## src/rtl/mem_access_pkg.sv

```systemverilog
// Shared definitions for the memory stage: state encoding,
// default timeout and the pipeline word width.
package mem_access_pkg;

  localparam int WORD_W      = 16;
  localparam int TIMEOUT_DEF = 16;

  typedef enum logic {
    IDLE = 1'b0,
    BUSY = 1'b1
  } state_t;

endpackage

```

## src/rtl/mem_access_timeout_ctr.sv

```systemverilog
// Request watchdog: counts busy cycles and flags the last
// cycle a request may wait before the FSM aborts it.
module mem_timeout_ctr
  import mem_access_pkg::*;
#(
  parameter int TIMEOUT = TIMEOUT_DEF
) (
  input  logic clk,
  input  logic rst,
  input  logic clear,
  input  logic enable,
  output logic expired
);

  localparam int CW = $clog2(TIMEOUT) + 1;

  logic [CW-1:0] count_q;
  logic [CW-1:0] count_d;

  // clear wins over enable so a fresh request starts at zero
  always_comb begin
    count_d = count_q;
    if (clear)
      count_d = '0;
    else if (enable)
      count_d = count_q + 1'b1;
  end

  // count register
  always_ff @(posedge clk or negedge rst) begin
    if (!rst)
      count_q <= '0;
    else
      count_q <= count_d;
  end

  assign expired = (count_q == CW'(TIMEOUT - 1));

endmodule

```

## src/rtl/mem_access.sv

```systemverilog
// Memory stage: issues loads/stores over a request/done handshake.
// Build option ALIGN_CHECK_EN rejects odd-address memory ops.
module mem_access
  import mem_access_pkg::*;
#(
  parameter int TIMEOUT = TIMEOUT_DEF,
  parameter int ADDR_W  = WORD_W
) (
  input  logic              clk,
  input  logic              rst,
  input  logic              valid_in,
  input  logic [ADDR_W-1:0] alu_in,
  input  logic [ADDR_W-1:0] store_data,
  input  logic              mem_read,
  input  logic              mem_write,
  input  logic              halt_in,
  input  logic [ADDR_W-1:0] mem_rdata,
  input  logic              mem_done,
  output logic              mem_en,
  output logic              mem_wr,
  output logic [ADDR_W-1:0] mem_addr,
  output logic [ADDR_W-1:0] mem_wdata,
  output logic              stall,
  output logic              valid_out,
  output logic [ADDR_W-1:0] wb_data,
  output logic              err,
  output logic              halted
);

  state_t            state_q, state_d;
  logic              acc_q, acc_d;
  logic              mem_en_q, mem_en_d;
  logic              mem_wr_q, mem_wr_d;
  logic [ADDR_W-1:0] mem_addr_q, mem_addr_d;
  logic [ADDR_W-1:0] mem_wdata_q, mem_wdata_d;
  logic              valid_q, valid_d;
  logic [ADDR_W-1:0] wb_q, wb_d;
  logic              err_q, err_d;
  logic              halted_q, halted_d;

  logic mem_op;
  logic misalign;
  logic accept;
  logic issue;
  logic busy;
  logic expired;

  assign mem_op = mem_read | mem_write;

`ifdef ALIGN_CHECK_EN
  assign misalign = alu_in[0];
`else
  assign misalign = 1'b0;
`endif

  // acc_q blocks the instruction upstream keeps holding
  // for one cycle after its request completes
  assign busy   = (state_q == BUSY);
  assign accept = !busy & valid_in & !halted_q & !acc_q;
  assign issue  = accept & mem_op & !misalign;
  assign stall  = busy | issue;

  mem_timeout_ctr #(
    .TIMEOUT(TIMEOUT)
  ) u_ctr (
    .clk    (clk),
    .rst    (rst),
    .clear  (issue),
    .enable (busy),
    .expired(expired)
  );

  // next-state and registered-output computation
  always_comb begin
    state_d     = state_q;
    acc_d       = acc_q;
    mem_en_d    = mem_en_q;
    mem_wr_d    = mem_wr_q;
    mem_addr_d  = mem_addr_q;
    mem_wdata_d = mem_wdata_q;
    valid_d     = 1'b0;
    err_d       = 1'b0;
    wb_d        = wb_q;
    halted_d    = halted_q;
    if (!stall)
      acc_d = 1'b0;
    unique case (state_q)
      IDLE: begin
        if (accept) begin
          if (issue) begin
            state_d     = BUSY;
            acc_d       = 1'b1;
            mem_en_d    = 1'b1;
            mem_wr_d    = !mem_read;
            mem_addr_d  = alu_in;
            mem_wdata_d = store_data;
          end else if (mem_op) begin
            valid_d = 1'b1;
            err_d   = 1'b1;
            wb_d    = '0;
          end else begin
            valid_d = 1'b1;
            wb_d    = alu_in;
            if (halt_in)
              halted_d = 1'b1;
          end
        end
      end
      BUSY: begin
        if (mem_done) begin
          state_d  = IDLE;
          mem_en_d = 1'b0;
          valid_d  = 1'b1;
          wb_d     = mem_wr_q ? mem_addr_q : mem_rdata;
        end else if (expired) begin
          state_d  = IDLE;
          mem_en_d = 1'b0;
          valid_d  = 1'b1;
          err_d    = 1'b1;
          wb_d     = '0;
        end
      end
      default: ;
    endcase
  end

  // state and output registers
  always_ff @(posedge clk or negedge rst) begin
    if (!rst) begin
      state_q     <= IDLE;
      acc_q       <= 1'b0;
      mem_en_q    <= 1'b0;
      mem_wr_q    <= 1'b0;
      mem_addr_q  <= '0;
      mem_wdata_q <= '0;
      valid_q     <= 1'b0;
      wb_q        <= '0;
      err_q       <= 1'b0;
      halted_q    <= 1'b0;
    end else begin
      state_q     <= state_d;
      acc_q       <= acc_d;
      mem_en_q    <= mem_en_d;
      mem_wr_q    <= mem_wr_d;
      mem_addr_q  <= mem_addr_d;
      mem_wdata_q <= mem_wdata_d;
      valid_q     <= valid_d;
      wb_q        <= wb_d;
      err_q       <= err_d;
      halted_q    <= halted_d;
    end
  end

  assign mem_en    = mem_en_q;
  assign mem_wr    = mem_wr_q;
  assign mem_addr  = mem_addr_q;
  assign mem_wdata = mem_wdata_q;
  assign valid_out = valid_q;
  assign wb_data   = wb_q;
  assign err       = err_q;
  assign halted    = halted_q;

endmodule

```

## config.mk

```make
export PLATFORM = sky130hd
export DESIGN_NAME = mem_access
export DESIGN_NICKNAME = d
export VERILOG_FILES = /design/src/rtl/mem_access_pkg.sv /design/src/rtl/mem_access_timeout_ctr.sv /design/src/rtl/mem_access.sv
export SDC_FILE = /design/constraint.sdc
export NUM_CORES = 1
export LEC_CHECK = 0
export ABC_AREA = 1
export BUFFER_PORTS_ARGS = -buffer_cell sky130_fd_sc_hd__buf_2
export CORE_AREA = 10 10 88 90
export DETAILED_ROUTE_END_ITERATION = 16
export DIE_AREA = 0 0 98 100
export PLACE_DENSITY = 0.94
export SLEW_MARGIN = 20
export SYNTH_ARGS = -nofsm -noshare
export SYNTH_HDL_FRONTEND = slang
export SYNTH_SLANG_ARGS = --single-unit
```

## constraint.sdc

```tcl
create_clock -name clk -period 3.3 [get_ports clk]
set_clock_uncertainty 0.1 [all_clocks]
set_input_delay 0 -clock clk [delete_from_list [all_inputs] [get_ports clk]]
set_output_delay 0 -clock clk [all_outputs]
set_load 0.01 [all_outputs]
```

==> results.yml, run 1 <==
place:
  dp_hpwl_um: 6229
  gp_congestion: 0.9190
  place_ws_ns: 1.081
  port_buffers: 108
worst_hold_path:
  hold_path_class: "primary input to flop"
  hold-path-cell-count: 7
  min_delay_worst_endpoint: "wb_data[9]"
  min-delay-start: "mem_rdata[9]"
die:
  die_y_um: 100
  initial_core_util: 0.5209
  die-area_mm2: 0.009800
  boundaryPins: 109
  core-area_mm2: 0.006132
  row_count: 29
  chipWidth_um: 98
synthesis:
  synth_area_mm2: 0.003194
  synth_top_area_frac: 0.4700
  synth_largest_area_cell: "dfrtp_1"
  syn_inst: 386
  synth.avg_cell_area_um2: 8.275
  ys_top_cells_by_area: "dfrtp_1 (47%), nand2_1 (12%), inv_1 (8.6%), o21ai_2 (8.5%), nand3_1 (7.7%)"
  synth.distinct_cells: 25
  yosys_warnings: 0
  syn_nets: 443
  ys_seq_area_frac: 0.4700
  synth_seq_cells: 60
routing:
  dr.pass1.iters: 4
  wl_um: 9558
  antenna_left: 0
  wire_per_inst_um: 15.39
  drtIter0Drc: 147
  vias_per_cell: 5.008
  dr_total_vias: 3110
  route.detailed.drc: 0
power_and_ir_drop:
  netSwitchingFraction: 0.4198
  peakVddDrop_uv: 466.3
  p_switching_mw: 1.507
  internal_power_mw: 2.083
  power_mw: 3.590
  power_density_mw_per_mm2: 815.7
  combPwrFrac: 0.445
  clkPwrFrac: 0.188
  p_leak_nw: 2.551
  power_frac_seq: 0.367
critical_path:
  slowest_delay_ns: 0.61
  crit_family: "simple AND/OR/NAND/NOR gates"
  end_kind: "flop"
  worstPathMaxFanout: 50
  rrSetupSlack_ns: 1.03
  cpMaxStageDelayCell: "nand3_4"
  worst-setup-path-type: "flop to flop"
  cp_cell_sequence: "nor2_1, nand3_4, buf_4, nand2_2, o21ai_2"
  arrival_ns: 2.38
  setup.worst_path.start_class: "flop"
  worstPathRequired_ns: 3.41
  rr_worst_depth: 5
  r2r_start: "halted"
  worst-path-buf-inv: 1
  worstReg2RegEnd: "mem_addr[1]"
timing:
  finalSetupViolCount: 0
  post-route-period-util: 0.6876
  slew_violations: 0
  slew_headroom: 0.4806
  worst_slew_pin_slew_ns: 0.7783
  layout_setup_ws_ns: 1.031
  rsz0062_at_grt: "false"
  max_freq_ghz: 0.4407
  totalNegativeSetupSlack_ns: 0
  hold_violations: 0
  period_needed_ns: 2.269
finish:
  final_util: 0.7178
  diodes: 0
  nNetsFinal: 596
  layout_common_cells: "buf_2 (107), nand2_1 (103), inv_1 (73)"
  synthToLayoutAreaGrowth_pct: 37.80
  layout_commonest_cell: "buf_2"
  drive_gt1_frac: 0.3585
global_route:
  antenna_found_initial: 0
  grt_pass1_vias: 3301
  grt_pass1_wl_um: 15570
  grt_max_degree: 52
  grt-ovfl-total: 0
  grt_usage: 0.1907
clocking:
  cts_max_path_buffers: 2
  htreeDepth: 3
  ctsResizeCount: 0
  path_clk_slew_ns: 0.07
  cts_tree: "yes"
  clkSinkCount: 60
  root_buffer: "clkbuf_8"
  cts_buffers: 9
  clk_latency_ns: 0.34
run:
  maxCapViolCount: 0
run_status:
  status: "finished clean"
synthesized netlist by cell type:
library cell	count
nand2_1	103
inv_1	73
dfrtp_1	60
nand3_1	49
o21ai_2	31
nand2_2	29
buf_2	10
buf_6	4
buf_8	4
o21ai_0	4
nor2_1	3
ha_1	2
nor2_4	2
and3_1	1
buf_4	1
inv_2	1
nand2_4	1
nand3_2	1
nand3_4	1
nor2_2	1
nor3b_1	1
o21bai_1	1
o31ai_1	1
or2_2	1
xnor2_1	1
per-layer routing:
| metal | global-route usage | vias up | share of wire |
|---|---|---|---|
| li1 | - | 1476 | - |
| met1 | 0.2132 | 1458 | 0.39 |
| met2 | 0.3269 | 153 | 0.50 |
| met3 | 0.05220 | 23 | 0.086 |
| met4 | 0.09732 | 0 | 0.025 |
| met5 | 0 | - | 0 |
sequential cells by signal, indices dropped and copies added (netlist names):
| name | flops |
|---|---|
| mem_wr | 1 |
| err | 1 |
| mem_wdata | 16 |
| valid_out | 1 |
| u_ctr.count_q | 5 |
| mem_en | 1 |
| acc_q | 1 |
| busy | 1 |
| mem_addr | 16 |
| halted | 1 |
| wb_data | 16 |
what timing repair did:
action                                 in CTS  in global routing
hold buffers                               49                  0
setup buffers                               0                  0
endpoints found under the hold margin     102                  0
cell type report:
class	count	area [um^2]
repair buffers	161	1064
clock inverters	4	47.55
multi-input cells	233	1260
fillers	458	1730
flip-flops and latches	60	1501
inverters	74	277.8
clock buffers	12	155.1
well taps	77	96.34
stage by stage:
stage | cell area [um^2] | hold WS, ns | instances
after global routing | 4402 | 0.05668 | 621
after global placement | 3706 | 0.1266 | 556
after detailed placement | 3706 | 0.1258 | 556
final | 4402 | 0.02406 | 621
after floorplan | 3194 | -0.3956 | 386
after CTS | 4399 | 0.007809 | 621
cell families after synthesis:
| kind of cell | count (synthesis) | share of synthesized area |
|---|---|---|
| AND/OR/NAND/NOR | 193 | 0.2856 |
| buffers and inverters | 93 | 0.1379 |
| flip-flops | 60 | 0.4700 |
| AO/OA/AOI/OAI | 37 | 0.09597 |
| adder cells (fa/ha/maj) | 2 | 0.007833 |
| XOR/XNOR | 1 | 0.002742 |
worst max path at each step:
| stage | from | slack, ns | depth (start not counted) | endpoint |
|---|---|---|---|---|
| floorplan | u_ctr.count_q[0] | 1.50 | 8 | wb_data[10] |
| global placement | halted | 1.15 | 5 | mem_wr |
| detailed placement | halted | 1.08 | 5 | mem_addr[1] |
| CTS | halted | 1.05 | 5 | mem_addr[1] |
| global route | halted | 0.89 | 5 | mem_wdata[15] |
| finish | halted | 1.03 | 5 | mem_addr[1] |
power by group through the flow:
| stage | combinational (mW) | clock (mW) | sequential [mW] |
|---|---|---|---|
| 2_1_floorplan | 0.947 | 0 | 1.42 |
| 3_3_place_gp | 1.50 | 0 | 1.30 |
| 3_5_place_dp | 1.56 | 0 | 1.32 |
| 4_1_cts | 1.61 | 0.685 | 1.31 |
| 5_1_grt | 1.77 | 0.716 | 1.36 |
| 6_report | 1.60 | 0.676 | 1.32 |
worst reg2reg max path, stage by stage, from the launching register on:
cell,delay [ns]
dfrtp_1,0.40
nor2_1,0.33
nand3_4,0.61
buf_4,0.53
nand2_2,0.11
o21ai_2,0.05
(Power assumes the default switching activity.)
==> inputs of run 2 (changes only) <==
ABC_AREA = 0   (was 1)
CORE_AREA = 10 10 86 88   (was 10 10 88 90)
DIE_AREA = 0 0 96 98   (was 0 0 98 100)
PLACE_DENSITY = 0.88   (was 0.94)
clock period = 2.2 ns   (was 3.3 ns; I/O delays follow)
==> results.yml, run 2 <==
run_status:
  status: "finished clean"
critical_path:
  worst-path-buf-inv: 1
  end_kind: "flop"
  rrSetupSlack_ns: 0.11
  crit_family: "adder cells"
  cpMaxStageDelayCell: "dfrtp_1"
  startpoint: "u_ctr.count_q[0]"
  slowest_delay_ns: 0.41
  worstPathRequired_ns: 2.31
  crit_cells: 7
  rr_worst_depth: 7
  setup.worst_path.start_class: "flop"
  crit_end: "wb_data[12]"
  arrival_ns: 2.19
  worst-setup-path-type: "flop to flop"
  cp_cell_sequence: "ha_1, and3_1, ha_1, o21ai_1, o21ai_4, buf_12, mux2_4"
  worstPathMaxFanout: 11
  worstReg2RegEnd: "wb_data[12]"
  r2r_start: "u_ctr.count_q[0]"
  path_common_cell: "ha_1"
synthesis:
  synth.distinct_cells: 31
  ys_top_cells_by_area: "dfrtp_1 (56%), mux2_2 (15%), mux2i_1 (6.3%), o2bb2ai_1 (5.2%), mux2_4 (5.0%)"
  async_flop_share: 1.000
  synth_flop_cell: "dfrtp_1"
  syn_inst: 185
  synth_seq_cells: 60
  synth_area_mm2: 0.002681
  synth_most_common_cell: "dfrtp_1"
  syn_nets: 242
  synth_largest_area_cell: "dfrtp_1"
  yosys_warnings: 0
  ys_seq_area_frac: 0.5600
  synth_top_area_frac: 0.5600
  synth_commonest_cells: "dfrtp_1 (60), mux2_2 (36), mux2i_1 (17)"
  synth.avg_cell_area_um2: 14.49
  synth_edf_count: 0
place:
  port_buffers: 108
  dp_cells: 365
  dp_hpwl_um: 5121
  gp_congestion: 0.7912
clocking:
  path_clk_slew_ns: 0.06
  root_buffer: "clkbuf_8"
  clk_latency_ns: 0.32
  htreeDepth: 3
  cts_tree: "yes"
  cts_buffers: 9
  cts_max_path_buffers: 2
  post-cts-setup-buffer-count: 0
  clkSinkCount: 60
die:
  row_count: 28
  die-area_mm2: 0.009408
  core-area_mm2: 0.005746
  die_y_um: 98
  chipWidth_um: 96
  boundaryPins: 109
  initial_core_util: 0.4667
global_route:
  antenna_found_initial: 0
  grt_max_degree: 61
  grt_usage: 0.1710
  grt_pass1_wl_um: 12650
  grt-ovfl-total: 0
  grt_pass1_vias: 2499
finish:
  diodes: 0
  layout_common_cells: "buf_2 (108), dfrtp_1 (60), dlygate4sd3_1 (48)"
  layout_commonest_cell: "buf_2"
  nNetsFinal: 406
  fillers: 408
  instances_no_fill: 428
  drive_gt1_frac: 0.5099
  synthToLayoutAreaGrowth_pct: 49.56
power_and_ir_drop:
  peakVddDrop_uv: 731.4
  power_density_mw_per_mm2: 1267
  internal_power_mw: 3.327
  combPwrFrac: 0.432
  netSwitchingFraction: 0.3453
  power_mw: 5.081
  power_frac_seq: 0.383
  p_switching_mw: 1.755
  clkPwrFrac: 0.185
  p_leak_nw: 1.988
timing:
  finalSetupViolCount: 0
  period_needed_ns: 2.088
  slew_headroom: 0.4825
  max_freq_ghz: 0.4789
  slew_violations: 0
  hold_violations: 0
  rsz0062_at_grt: "false"
  timing.hold.ws_ns: 0.01449
  post-route-period-util: 0.9492
  worst_slew_pin_slew_ns: 0.7737
run:
  maxCapViolCount: 0
worst_hold_path:
  hold_path_class: "primary input to flop"
  min-delay-start: "mem_rdata[1]"
routing:
  dr.pass1.iters: 4
  drtIter0Drc: 73
  antenna_left: 0
  dr_total_vias: 2185
  wire_per_inst_um: 18.29
  route.detailed.drc: 0
  vias_per_cell: 5.105
  wl_um: 7828
run 2: cell count changes in the layout (fill, tap and decap cells not counted), sizes merged, moves of 16 or more:
cell / change
nand2: -131
mux2: +48
inv: -73
mux2i: +17
nand3: -51
o2bb2ai: +16
o21ai: -33
run 2: cells by family after synthesis:
logic type | count (synthesis) | share of synthesized area
buf+inv | 12 | 0.02659
fa+ha+maj | 2 | 0.009331
mux | 65 | 0.2776
simple gates | 19 | 0.04154
xor+xnor | 3 | 0.009801
compound gates | 24 | 0.07513
flops | 60 | 0.5600
run 2: worst min path at each step:
stage	end	slack (ns)	cells past startpoint
floorplan	acc_q	-0.40	0
global placement	mem_addr[13]	0.1	2
detailed placement	mem_addr[6]	0.11	2
CTS	wb_data[1]	0.001	4
global route	wb_data[5]	0.02	4
finish	wb_data[1]	0.01	4
run 2: what timing repair did:
action | in CTS | in global routing
hold buffers | 48 | 0
endpoints found under the setup margin | 10 | 0
gates resized for setup | 1 | 0
endpoints found under the hold margin | 111 | 0
run 2: cell type report:
| cell class | instances | area, um^2 | area share |
|---|---|---|---|
| Clock buffer | 13 | 148.9 | 0.03713 |
| Clock inverter | 2 | 35.03 | 0.008736 |
| Inverter | 1 | 3.754 | 0.0009360 |
| Multi-Input combinational cell | 113 | 1121 | 0.2796 |
| Sequential cell | 60 | 1501 | 0.3744 |
| Tap cell | 75 | 93.84 | 0.02340 |
| Timing Repair Buffer | 164 | 1106 | 0.2758 |
run 2: stage by stage:
stage / cell area, um^2 / setup slack (ns) / setup TNS, ns / util
final: 4010 / 0.1117 / 0 / 0.6980
after global routing: 4010 / 0.01692 / 0 / 0.6980
after CTS: 4004 / 0.1202 / 0 / 0.6969
after detailed placement: 3339 / -0.003630 / -0.003630 / 0.5812
after global placement: 3339 / 0.1135 / 0 / 0.5812
after floorplan: 2681 / 0.08116 / 0 / -
run 2: worst reg2reg max path, stage by stage (launching register included):
cell	delay [ns]
dfrtp_1	0.41
ha_1	0.22
and3_1	0.18
ha_1	0.21
o21ai_1	0.28
o21ai_4	0.12
buf_12	0.17
mux2_4	0.30
run 2: routing by layer:
metal,GRT usage,share of wire
met1,0.1723,0.36
met2,0.3024,0.54
met3,0.07734,0.085
met4,0.05335,0.014
met5,0,0
run 2: power groups by stage:
stage          clock network [mW]  registers (mW)  logic [mW]
2_1_floorplan                   0            2.13        1.06
3_3_place_gp                    0            1.90        2.06
4_1_cts                     0.964            1.93        2.22
3_5_place_dp                    0            1.94        2.13
5_1_grt                      1.01            2.01        2.38
6_report                    0.939            1.95        2.19
==> inputs of run 3 (changes only) <==
--- a/config.mk
+++ b/config.mk
@@ -13,2 +13,3 @@
 export PLACE_DENSITY = 0.88
+export SETUP_SLACK_MARGIN = 0.4
 export SLEW_MARGIN = 20
==> constraint.sdc (replaced) <==
create_clock -name clk -period 2.2 [get_ports clk]
set_clock_uncertainty 0.1 [all_clocks]
set_input_delay 0.22 -clock clk [delete_from_list [all_inputs] [get_ports clk]]
set_output_delay 0.22 -clock clk [all_outputs]
set_load 0.01 [all_outputs]
==> results.yml, run 3 (synthesis gave the netlist of run 2 again) <==
power_and_ir_drop:
  power_mw: 5.618
  power_density_mw_per_mm2: 1444
  peakVddDrop_uv: 759.3
  p_leak_nw: 1.954
die:
  boundaryPins: 109
  chipWidth_um: 96
  core-area_mm2: 0.005746
  die-area_mm2: 0.009408
  die_y_um: 98
  row_count: 28
  initial_core_util: 0.4667
timing:
  slew_headroom: 0.4907
  rsz0062_at_grt: "true"
  hold_violations: 0
  period_needed_ns: 1.923
  timing.hold.ws_ns: 0.02176
  post-route-period-util: 0.8743
  totalNegativeSetupSlack_ns: 0
  max_freq_ghz: 0.5199
  worst_slew_pin_slew_ns: 0.7615
  slew_violations: 0
  finalSetupViolCount: 0
place:
  gp_congestion: 0.7845
  dp_hpwl_um: 5388
  dp_cells: 365
  port_buffers: 108
routing:
  antenna_left: 0
  met3_length_um: 597
  wire_per_inst_um: 19.26
  vias_per_cell: 5.133
  route.detailed.drc: 0
  wl_met2_um: 3935
  drtIter0Drc: 64
  dr.max_layer_used: "met4"
  dr_total_vias: 2053
  wl_um: 7705
  drt-met1-wl_um: 3015
  dr.pass1.iters: 4
critical_path:
  setup.worst_path.start_class: "flop"
  cpMaxStageDelayCell: "dfrtp_1"
  arrival_ns: 2.04
  path_common_cell: "o21ai_4"
  crit_family: "flip-flops"
  slowest_delay_ns: 0.40
  cp_cell_sequence: "ha_2, and3_1, ha_4, o21ai_4, o21ai_4, buf_12, mux2_4"
  worstPathRequired_ns: 2.31
  worst-path-buf-inv: 1
  end_kind: "flop"
  worstPathMaxFanout: 17
  worst-setup-path-type: "flop to flop"
global_route:
  antenna_found_initial: 0
  grt_max_degree: 37
  grt_pass1_vias: 2266
  grt_usage: 0.1561
  grt-ovfl-total: 0
  grt_pass1_wl_um: 11560
run:
  maxCapViolCount: 0
run_status:
  status: "finished clean"
clocking:
  clk_latency_ns: 0.32
  htreeDepth: 3
  path_clk_slew_ns: 0.07
  root_buffer: "clkbuf_8"
  cts_max_path_buffers: 2
  clkSinkCount: 60
  cts_buffers: 9
  cts_tree: "yes"
finish:
  fillers: 436
  drive_gt1_frac: 0.6431
  synthToLayoutAreaGrowth_pct: 45.12
  final_util: 0.6773
  nNetsFinal: 377
  instances_no_fill: 400
  diodes: 0
  layout_commonest_cell: "buf_2"
  layout_common_cells: "buf_2 (108), dfrtp_1 (58), mux2_2 (36)"
worst_hold_path:
  hold_path_class: "primary input to flop"
-- run 3: final timing paths --
kind | startpoint | to | slack (ns) | cells past startpoint
max in group asynchronous | rst | mem_wdata[2] | 1.06 | 3
min reg2reg | mem_wdata[1] | mem_wdata[1] | 0.40 | 1
max reg2reg | u_ctr.count_q[0] | wb_data[9] | 0.28 | 7
min | store_data[15] | mem_wdata[15] | 0.02 | 2
max | u_ctr.count_q[0] | wb_data[9] | 0.28 | 7
min in group asynchronous | rst | mem_addr[3] | 0.33 | 2
-- run 3: area by class of cell --
cell class,instances,area (um^2),share of cell area
sequential,60,1504,0.3865
multi-input combinational,113,1171,0.3010
timing repair buffer,135,849.6,0.2183
clock buffer,13,178.9,0.04598
tap,75,93.84,0.02412
clock inverter,3,90.09,0.02315
inverter,1,3.754,0.0009646
-- run 3: where the power goes --
| part | switching [mW] | internal, mW | total (mW) |
|---|---|---|---|
| sequential | 0.335 | 1.62 | 1.95 |
| clock | 0.425 | 0.877 | 1.30 |
| combinational | 1.08 | 1.28 | 2.36 |
| total | 1.84 | 3.78 | 5.62 |
-- run 3: per-stage QoR --
| step | instance area (um^2) | setup WS, ns |
|---|---|---|
| 6_report | 3891 | 0.2766 |
| 5_1_grt | 3891 | 0.2454 |
| 4_1_cts | 3767 | 0.3008 |
| 3_5_place_dp | 3361 | 0.2357 |
| 3_3_place_gp | 3361 | 0.2935 |
| 2_1_floorplan | 2690 | 0.2890 |
-- run 3: per-layer routing --
layer  GRT usage  vias up
li1            -      949
met1      0.1739     1010
met2      0.2615       78
met3     0.05436       16
met4     0.06470        0
met5           0        -
-- run 3: what timing repair did --
| action | in CTS | in global routing |
|---|---|---|
| endpoints found under the setup margin | 49 | 33 |
| gates resized for setup | 8 | 9 |
| buffers inserted | 11 | 4 |
| hold endpoints to repair | 25 | 0 |
| pin swaps | 3 | 1 |
| hold buffers | 2 | 0 |
| gates cloned | 0 | 2 |
